File: config.mk
export PLATFORM = sky130hd
export DESIGN_NAME = sejf_code_ctrl
export DESIGN_NICKNAME = d
export VERILOG_FILES = /design/src/rtl/sejf_code_ctrl.sv
export SDC_FILE = /design/constraint.sdc
export NUM_CORES = 1
export LEC_CHECK = 0
export CORE_ASPECT_RATIO = 0.9
export CORE_UTILIZATION = 35
export CTS_BUF_LIST = sky130_fd_sc_hd__clkbuf_2 sky130_fd_sc_hd__clkbuf_4 sky130_fd_sc_hd__clkbuf_8
export DETAILED_ROUTE_END_ITERATION = 8
export GPL_ROUTABILITY_DRIVEN = 0
export SLEW_MARGIN = 20
export SYNTH_ARGS = -nofsm -noshare
export SYNTH_HDL_FRONTEND = slang
export SYNTH_SLANG_ARGS = --single-unit
File: constraint.sdc
create_clock -name clk -period 4.5 [get_ports clk]
set_clock_uncertainty 0.2 [all_clocks]
set_input_delay 0.45 -clock clk [delete_from_list [all_inputs] [get_ports clk]]
set_output_delay 0.45 -clock clk [all_outputs]
set_load 0.05 [all_outputs]
File: src/rtl/sejf_code_ctrl.sv
// Safe-lock controller: quadrature digit entry, programmable N-digit code,
// wrong-attempt lockout and door tamper alarm.
module sejf_code_ctrl #(
    parameter int DIV           = 1,
    parameter int N_DIGITS      = 4,
    parameter int BASE          = 10,
    parameter int MAX_FAIL      = 3,
    parameter int LOCKOUT_TICKS = 1000,
    localparam int DW = $clog2(BASE),
    localparam int PW = $clog2(N_DIGITS + 1),
    localparam int FW = $clog2(MAX_FAIL + 1)
) (
    input  logic          clk,
    input  logic          reset,
    input  logic          a,
    input  logic          b,
    input  logic          lock,
    input  logic          open,
    input  logic          doorCls,
    output logic          actuateLock,
    output logic          openCls,
    output logic          alarm,
    output logic          err,
    output logic [DW-1:0] digit,
    output logic [PW-1:0] pos,
    output logic [1:0]    state,
    output logic [FW-1:0] failCnt
);
    localparam int DIVW = (DIV > 1) ? $clog2(DIV) : 1;
    localparam int LW   = (LOCKOUT_TICKS > 1) ? $clog2(LOCKOUT_TICKS) : 1;

    typedef enum logic [1:0] {
        S_UNLOCKED = 2'b00,
        S_LOCKED   = 2'b01,
        S_LOCKOUT  = 2'b10
    } state_t;

    state_t                      st;
    logic [DIVW-1:0]             div_cnt;
    logic [LW-1:0]               lo_cnt;
    logic                        tick;
    logic                        a_q, lock_q, open_q;
    logic                        a_rise, lock_rise, open_rise;
    logic [N_DIGITS-1:0][DW-1:0] entry, code, entry_next;
    logic [DW-1:0]               digit_step;
    logic                        last_digit, code_match, entry_full;

    assign state = st;

    assign tick      = (div_cnt == DIVW'(DIV - 1));
    assign a_rise    = tick & a & ~a_q;
    assign lock_rise = tick & lock & ~lock_q;
    assign open_rise = tick & open & ~open_q;

    // Encoder direction: b low counts up, b high counts down, both wrap at BASE.
    assign digit_step = b ? ((digit == '0) ? DW'(BASE - 1) : digit - DW'(1))
                          : ((digit == DW'(BASE - 1)) ? '0 : digit + DW'(1));

    assign entry_full = (pos == PW'(N_DIGITS));
    assign last_digit = (pos == PW'(N_DIGITS - 1));

    // NOTE: entry_next gets its default before the loop so no latch is inferred.
    always_comb begin
        entry_next = entry;
        for (int i = 0; i < N_DIGITS; i++) begin
            if (pos == PW'(i)) entry_next[i] = digit;
        end
    end

    assign code_match = (entry_next == code);

    // NOTE: sequential state uses non-blocking assignments so every register
    // sees the pre-edge values of the others, independent of statement order.
    always_ff @(posedge clk) begin
        if (reset) begin
            div_cnt <= '0;
            a_q     <= 1'b0;
            lock_q  <= 1'b0;
            open_q  <= 1'b0;
        end else begin
            div_cnt <= tick ? '0 : div_cnt + DIVW'(1);
            if (tick) begin
                a_q    <= a;
                lock_q <= lock;
                open_q <= open;
            end
        end
    end

    always_ff @(posedge clk) begin
        if (reset) begin
            st          <= S_UNLOCKED;
            actuateLock <= 1'b0;
            openCls     <= 1'b1;
            alarm       <= 1'b0;
            err         <= 1'b0;
            digit       <= '0;
            pos         <= '0;
            failCnt     <= '0;
            lo_cnt      <= '0;
            // NOTE: code and entry are only a few flops, so they are reset
            // along with the rest rather than left as unreset storage.
            entry       <= '0;
            code        <= '0;
        end else begin
            err <= 1'b0;
            if ((st != S_UNLOCKED) && !doorCls) alarm <= 1'b1;

            case (st)
                S_UNLOCKED: begin
                    if (lock_rise) begin
                        pos   <= '0;
                        digit <= '0;
                        if (entry_full && doorCls) begin
                            code        <= entry;
                            st          <= S_LOCKED;
                            actuateLock <= 1'b1;
                            openCls     <= 1'b0;
                        end else begin
                            err <= 1'b1;
                        end
                    end else if (open_rise) begin
                        if (entry_full) begin
                            err <= 1'b1;
                        end else begin
                            entry <= entry_next;
                            pos   <= pos + PW'(1);
                            digit <= '0;
                        end
                    end else if (a_rise) begin
                        digit <= digit_step;
                    end
                end

                S_LOCKED: begin
                    if (lock_rise) begin
                        pos   <= '0;
                        digit <= '0;
                    end else if (open_rise) begin
                        entry <= entry_next;
                        digit <= '0;
                        if (last_digit) begin
                            pos <= '0;
                            if (code_match) begin
                                st          <= S_UNLOCKED;
                                actuateLock <= 1'b0;
                                openCls     <= 1'b1;
                                failCnt     <= '0;
                                alarm       <= 1'b0;
                            end else begin
                                err     <= 1'b1;
                                failCnt <= failCnt + FW'(1);
                                if (failCnt == FW'(MAX_FAIL - 1)) begin
                                    st     <= S_LOCKOUT;
                                    lo_cnt <= '0;
                                end
                            end
                        end else begin
                            pos <= pos + PW'(1);
                        end
                    end else if (a_rise) begin
                        digit <= digit_step;
                    end
                end

                S_LOCKOUT: begin
                    if (tick) begin
                        if (lo_cnt == LW'(LOCKOUT_TICKS - 1)) begin
                            st      <= S_LOCKED;
                            lo_cnt  <= '0;
                            failCnt <= '0;
                            pos     <= '0;
                            digit   <= '0;
                        end else begin
                            lo_cnt <= lo_cnt + LW'(1);
                        end
                    end
                end

                default: begin
                    st          <= S_UNLOCKED;
                    actuateLock <= 1'b0;
                    openCls     <= 1'b1;
                end
            endcase
        end
    end
endmodule
# [Word level (Yosys, flattened, before mapping)]
# Index checks and enable logic that the tools add are counted.
[totals] ram_bits=0 elab_cells=170 romBits=0 reg_bits=61 output_inout_bits=15 memories=0 latchBits=0
[op_classes] mux=85 addsub=6 n_mul=0 n_div=0 n_eq_ne=28 bitwise_logic=11 n_reduce_logical=19 shifts=0 magnitude_cmp=0
[op_table] op="$mux 16" n=5
[op_table] op="$mux 10" n=7
[op_table] op="$mux 4" n=15
[op_table] op="$pmux 16 s2" n=1
[op_table] op="$mux 2" n=15
[op_table] op="$mux 1" n=26
[op_table] op="$ne 2x2->1 const B" n=13
[op_table] op="$mux 3" n=8
[op_table] op="$pmux 10 s2" n=1
[op_table] op="$reduce_and 6->1" n=3
[op_table] op="$eq 16x16->1" n=1
[op_table] op="$reduce_and 7->1" n=2
[op_table] op="$ne 3x3->1 const B" n=4
[op_table] op="$pmux 4 s3" n=1
[op_table] op="$add 10x1->10 const B" n=1
[op_table] op="$eq 10x10->1 const B" n=1
[op_table] op="$pmux 3 s3" n=1
[op_table] op="$reduce_and 8->1" n=1
[op_table] op="$and 1x1->1" n=6
[op_table] op="$eq 3x2->1 const B" n=2
[op_table] op="$pmux 1 s3" n=2
[op_table] op="$pmux 2 s3" n=1
[op_table] op="$reduce_bool 2->1" n=3
[op_table] op="$not 1->1" n=5
[op_table] op="22 further kinds" n=24

# [Longest topological paths before layout]
# Gate-level depths: netlist of run 1.
[depth] word_depth=8 ltp_mapped=12 mapped_depth_nobuf=9

# [Worst setup path after synthesis of run 1]
# No wires, ideal clock.
[synth_timing] path_type="reg2reg" from="register pos[0]" to="register openCls" t_arrival_ns=2.908 t_required_ns=4.180 slack_ns=1.272 stages_incl_launch_ff=10 path_buffers=0 path_cell_list="dfxtp_1 inv_1 ha_1 and3b_1 a211o_1 a221o_1 nor4_4 a21boi_2 or4_1 o31a_1"
[synth_between] elab_chain_len=5 elab_cells_between_ends=15 cone_classes="eq/ne (8); mux (4); reduce/logical (3)"
[synth_rtl] item="start: declaration" line="25" source="output logic [PW-1:0] pos,"
[synth_rtl] item="start signal: assignment" line="127" source="pos <= pos + PW'(1);"
[synth_rtl] item="start signal: assignment" line="159" source="pos <= pos + PW'(1);"
[synth_rtl] item="$eq 3x1->1, or another cell as far along" line="66" source="if (pos == PW'(i)) entry_next[i] = digit;"
[synth_rtl] item="$mux 4" line="66"
[synth_rtl] item="$eq 16x16->1" line="70" source="assign code_match = (entry_next == code);"
[synth_rtl] item="$ne 2x2->1 (no source line)"
[synth_rtl] item="$reduce_and 7->1 (no source line) *"
[synth_rtl] item="end signal: assignment" line="94" source="openCls <= 1'b1;"
[synth_rtl] item="end signal: assignment" line="118" source="openCls <= 1'b0;"
[synth_rtl] item="end signal: assignment" line="147" source="openCls <= 1'b1;"
[synth_rtl] item="end: declaration" line="21" source="output logic openCls,"
# Every way passes the cells marked *; elsewhere a longest branch is shown, timed or not.
# A chain may end at the register's enable or synchronous reset.

# [Final worst setup path of run 1]
[layout_timing] from="register pos[1]" to="register openCls"
# The elaborated chain is that of the path after synthesis.

==> impl_metrics.toml, run 1 <==
[clocking]
clockBufferDepth = 2
numCtsBuffers = 9
cts.clk_slew.worst_paths_ps = 70
htreeDepth = 3
numClockSinks = 61
root_buffer = "clkbuf_8"
hold_buffers = 0
clkLatencyLatePin_ps = 340
cts_tree = "yes"
ctsResizeCount = 0
cts_setup_buffers = 0

[drt]
ant_nets = 0
drt_first_pass_iters = 4
met1Wirelength_um = 4174
totalWireLength_um = 8112
top_layer = "met4"
wl_met3_um = 292
dr_wl_met2_um = 3544
via_per_inst = 5.233
wl_per_cell_um = 14.01
drc_errors = 0
via_count = 3030
drt_iter0_markers = 134

[global_route]
grt_max_degree = 56
grt_pass1_vias = 2783
grt_pass1_wl_um = 13750
antenna_found_initial = 0
grt_usage = 0.1691
global_route.overflow_total = 0

[worst_hold_path]
hold_path_class = "flip-flop to flip-flop"

[worst_setup_path]
cp_cell_sequence = "inv_1, ha_1, nor2b_1, mux2i_1, a221o_1, nor4_4, a21boi_2, or4_1, o31a_1"
cp.buffers_inverters = 1
slowest_delay_ps = 520
startpoint_type = "flip-flop"
cp_top_family = "simple AND/OR/NAND/NOR gates"
worstPathRequired_ps = 4530
cp_slowest_cell = "or4_1"
critPathArrivalTime_ps = 3220
critPathMaxFanout = 7
cp-end-kind = "flip-flop"
timing.setup.critical_path_class = "flip-flop to flip-flop"

[timing]
rsz0062_at_grt = "false"
finalMaxSlewViolations = 0
maxSlewHeadroom = 0.3197
setup-tns-final_ps = 0
tightestPinTransition_ps = 1020
max_freq_mhz = 312.9
setup_viol = 0
finalCritPeriodShare = 0.7102
min_period_ps = 3196
hold_violations = 0
fin_hold_ws_ps = 271.0

[power]
power_w = 0.001311
vdd_ir_drop_max_uv = 173.8
powerDensity_nw_per_um2 = 335.0
leakage_nw = 1.387

[synth]
syn_avg_cell_area_um2 = 7.858
ys.flop_type = "dfxtp_1"
ys_ff_latch = 61
yosysSeqAreaShare = 0.3540
synth_cell_types = 56
async_flop_share = 0
synth_cells = 439
yosys.area.top_type = "dfxtp_1"
synth_area_leaders = "dfxtp_1 (35%), a21oi_1 (9.0%), nand2_1 (7.6%), ha_1 (5.8%), nor2_1 (4.1%)"
ys_warn_count = 0
syn-num-nets = 462
syn-cell-area_um2 = 3450
yosysTopAreaCellShare = 0.3540
synth_edf_count = 0

[layout]
final_core_util = 0.4193
final_cell_mix = "nand2_1 (70), a21oi_1 (62), dfxtp_1 (61)"
register_area_um2 = 1221
antenna_cells = 0
mostFrequentLayoutCell = "nand2_1"
layout-drive-gt1-share = 0.06127
fillers = 991
multi_input_comb_area_um2 = 2051
syn2layout_area_growth_pct = 13.42
finalNonFillerCells = 579
final_nets = 476

[floorplanning]
die-area_um2 = 10260
core.rowCount = 33
fp.dieH_um = 96.18
core-area_um2 = 9331
die_w_um = 106.6
initial_core_util = 0.3697
io_pins = 22

[placement]
port-buffer-count = 21
dpl.cell_count = 564
hpwl_um = 5627

[outcome]
status = "complete, no violations"

[job]
cap_violations = 0
## per-stage QoR
step,setup WS (ps),area (um2)
global route,1115,3913
finish,1304,3913
CTS,1293,3913
detailed placement,1304,3727
floorplan,1272,3450
global placement,1335,3727
## power by group
| group | leakage (nW) | internal, W | switching (W) |
|---|---|---|---|
| registers | 0.493 | 0.000555 | 0.0000194 |
| logic | 0.794 | 0.0000976 | 0.000176 |
| clock network | 0.0994 | 0.000254 | 0.000208 |
## tightest hold or removal path, delay by kind of cell, from the launching register on
kind | cells | cell delay [ps]
flip-flops | 1 | 320
AND/OR/NAND/NOR | 1 | 60
AO/OA/AOI/OAI | 1 | 50
## worst paths after layout
check / endpoint / depth (start not counted) / slack (ps) / start
worst max-delay path: openCls / 9 / 1300 / pos[1]
worst min-delay path: code[14] / 2 / 270 / entry[14]
worst max register to register: openCls / 9 / 1300 / pos[1]
worst min register to register: code[14] / 2 / 270 / entry[14]
## cell type report
type,count,area share
well taps,122,0.03901
clock buffers,14,0.04605
repair buffers,24,0.05820
multi-input cells,337,0.5241
clock inverters,1,0.001279
inverters,20,0.01919
flip-flops and latches,61,0.3121
## routing by layer
metal | track usage | up-vias
li1 | - | 1555
met4 | 0.05594 | 0
met1 | 0.2345 | 1418
met3 | 0.02844 | 7
met2 | 0.2661 | 50
met5 | 0 | -
## kinds of logic after synthesis
| kind of cell | share of synthesized area |
|---|---|
| xor+xnor | 0.03301 |
| other cells | 0.001087 |
| mux | 0.04062 |
| fa+ha+maj | 0.05803 |
| compound gates | 0.2068 |
| flops | 0.3540 |
| simple gates | 0.2550 |
| buf+inv | 0.05151 |
## synth_stat cells, drive strengths merged, types with 2 or more instances
library cell	n
mux2i	14
and2	4
a211oi	4
or2	2
nor2b	7
nor3	3
or4	4
clkbuf	13
o31a	2
nand3	16
or3b	3
ha	16
nor3b	3
o211ai	4
a211o	2
a31oi	4
a221o	3
nand2	70
nor2	38
a2111oi	3
xor2	13
o2111ai	2
a21oi	62
inv	20
or3	9
nand4	3
o31ai	4
dfxtp	61
o21ai	14
nand2b	11
buf	8
## state kept, by name, indices dropped and copies added, names as in the netlist
register     flops
alarm            1
code            16
digit            4
lock_q           1
div_cnt          1
lo_cnt          10
err              1
state            2
entry           16
a_q              1
actuateLock      1
failCnt          2
openCls          1
pos              3
open_q           1
Power figures use the tool's default switching activity.
==> run 2, diff against run 1 <==
==> constraint.sdc (replaced) <==
create_clock -name clk -period 3.3 [get_ports clk]
set_clock_uncertainty 0.2 [all_clocks]
set_input_delay 0.33 -clock clk [delete_from_list [all_inputs] [get_ports clk]]
set_output_delay 0.33 -clock clk [all_outputs]
set_load 0.05 [all_outputs]
==> run 2 against run 1 <==
  * Routed wire length up 1.5%
  * Combinational power up 43%
  * Sequential power up 36%
  * Critical path depth unchanged
  * Die area unchanged
  * Cell area up 1.9%
  * Highest routed layer unchanged
  * Critical endpoint unchanged
==> impl_metrics.toml, run 2 (synthesis results as in run 1) <==
[global_route]
antenna_found_initial = 0
grt_pass1_vias = 2914
grt_max_degree = 56
grt_pass1_wl_um = 14140
global_route.overflow_total = 0
grt_usage = 0.1766

[worst_setup_path]
startpoint_type = "flip-flop"
cp-end-kind = "flip-flop"
cp.buffers_inverters = 1
reg2reg_slack_ps = 210
timing.setup.critical_path_class = "flip-flop to flip-flop"
cp_top_family = "simple AND/OR/NAND/NOR gates"
cp_slowest_cell = "or4_1"
critPathMaxFanout = 5
critPathArrivalTime_ps = 3110
reg2reg_depth = 9
regToRegStartpoint = "pos[0]"
slowest_delay_ps = 510
critPathLaunch = "pos[0]"
worstPathRequired_ps = 3330
r2r-end = "openCls"
crit_end = "openCls"
cp_cell_sequence = "inv_1, ha_1, and3b_1, a211o_1, a221o_1, nor4_4, a21boi_2, or4_1, o31a_1"
worstSetupPathDepth = 9

[layout]
antenna_cells = 0
fillers = 989
final_nets = 486
mostFrequentLayoutCell = "nand2_1"
final_cell_mix = "nand2_1 (70), a21oi_1 (62), dfxtp_1 (61)"
reg_top3 = "code x16, entry x16, lo_cnt x10"
layout-drive-gt1-share = 0.08547
syn2layout_area_growth_pct = 15.56

[outcome]
status = "complete, no violations"

[floorplanning]
core.rowCount = 33
io_pins = 22
initial_core_util = 0.3697
core-area_um2 = 9331
die-area_um2 = 10260
fp.dieH_um = 96.18
die_w_um = 106.6

[clocking]
numCtsBuffers = 9
clkLatencyLatePin_ps = 340
numClockSinks = 61
clockBufferDepth = 2
root_buffer = "clkbuf_8"
cts_tree = "yes"
cts_setup_buffers = 0
htreeDepth = 3
cts.clk_slew.worst_paths_ps = 70

[timing]
setup_viol = 0
hold_violations = 0
min_period_ps = 3086
max_freq_mhz = 324.0
finalMaxSlewViolations = 0
tightestPinTransition_ps = 1006
setup-tns-final_ps = 0
maxSlewHeadroom = 0.3291
finalCritPeriodShare = 0.9352
rsz0062_at_grt = "false"

[placement]
hpwl_um = 5814
port-buffer-count = 21

[drt]
via_per_inst = 5.234
wl_per_cell_um = 13.95
via_count = 3088
drt_first_pass_iters = 4
drc_errors = 0
drt_iter0_markers = 148
totalWireLength_um = 8230
ant_nets = 0

[power]
vdd_ir_drop_max_uv = 247.5
power_w = 0.001786
powerDensity_nw_per_um2 = 448.1
leakage_nw = 1.431

[job]
cap_violations = 0

[worst_hold_path]
hold_path_class = "flip-flop to flip-flop"
==> run 2: changes by cell type in the layout (fill, tap and decap cells not counted) <==
cell,delta
clkbuf_8,-1
clkinv_2,+2
ha_2,+1
ha_1,-1
clkbuf_4,-1
buf_4,+10
clkinvlp_4,+1
==> run 2: area by class of cell <==
class                      count  area (um2)  area share
timing repair buffer          34       302.8     0.07596
sequential                    61        1221      0.3063
multi-input combinational    337        2053      0.5151
clock buffer                  12       158.9     0.03986
clock inverter                 4       22.52    0.005650
inverter                      20       75.07     0.01883
tap                          122       152.6     0.03829
==> run 2: worst min-delay path by stage <==
stage	startpoint	endpoint	slack [ps]	cells past startpoint
after CTS	code[13]	code[13]	270	2
after global placement	entry[13]	code[13]	260	2
after global routing	code[14]	code[14]	280	2
after floorplan	entry[12]	code[12]	240	2
final	code[13]	code[13]	270	2
after detailed placement	code[13]	code[13]	260	2
==> run 2: report_power, final <==
| group | leakage [nW] | switching, W | internal, W |
|---|---|---|---|
| registers | 0.493 | 0.0000247 | 0.000757 |
| logic | 0.842 | 0.000244 | 0.000149 |
| clock network | 0.0956 | 0.000293 | 0.000318 |
==> run 2: timing repair <==
action                                  in CTS  in global routing
endpoints found under the setup margin       0                  2
gates resized for setup                      0                  1
hold buffers                                 0                  0
==> run 2: layer usage <==
metal | up-vias | routed length [um] | share of wire | global-route usage
met3 | 4 | 376 | 0.046 | 0.02708
met5 | - | 0 | 0 | 0
met1 | 1443 | 4066 | 0.49 | 0.2384
li1 | 1580 | - | - | -
met2 | 61 | 3730 | 0.45 | 0.2780
met4 | 0 | 56 | 0.0068 | 0.08105
==> run 2: worst reg2reg max path, cell delays in order (launching register included) <==
cell and delay, ps:
dfxtp_1 420, inv_1 100, ha_1 240, and3b_1 200, a211o_1 270, a221o_1 360
nor4_4 410, a21boi_2 150, or4_1 510, o31a_1 120
==> run 2: metrics by stage <==
step | hold slack, ps | area [um2] | utilization | std cells | worst slack, ps
CTS | 267.8 | 3984 | 0.4269 | 590 | 186.5
floorplan | 244.4 | 3450 | - | 439 | 72.36
global placement | 258.2 | 3802 | 0.4075 | 574 | 252.2
global route | 284.0 | 3986 | 0.4272 | 590 | 51.81
finish | 270.4 | 3986 | 0.4272 | 590 | 213.9
detailed placement | 258.9 | 3802 | 0.4075 | 574 | 208.0
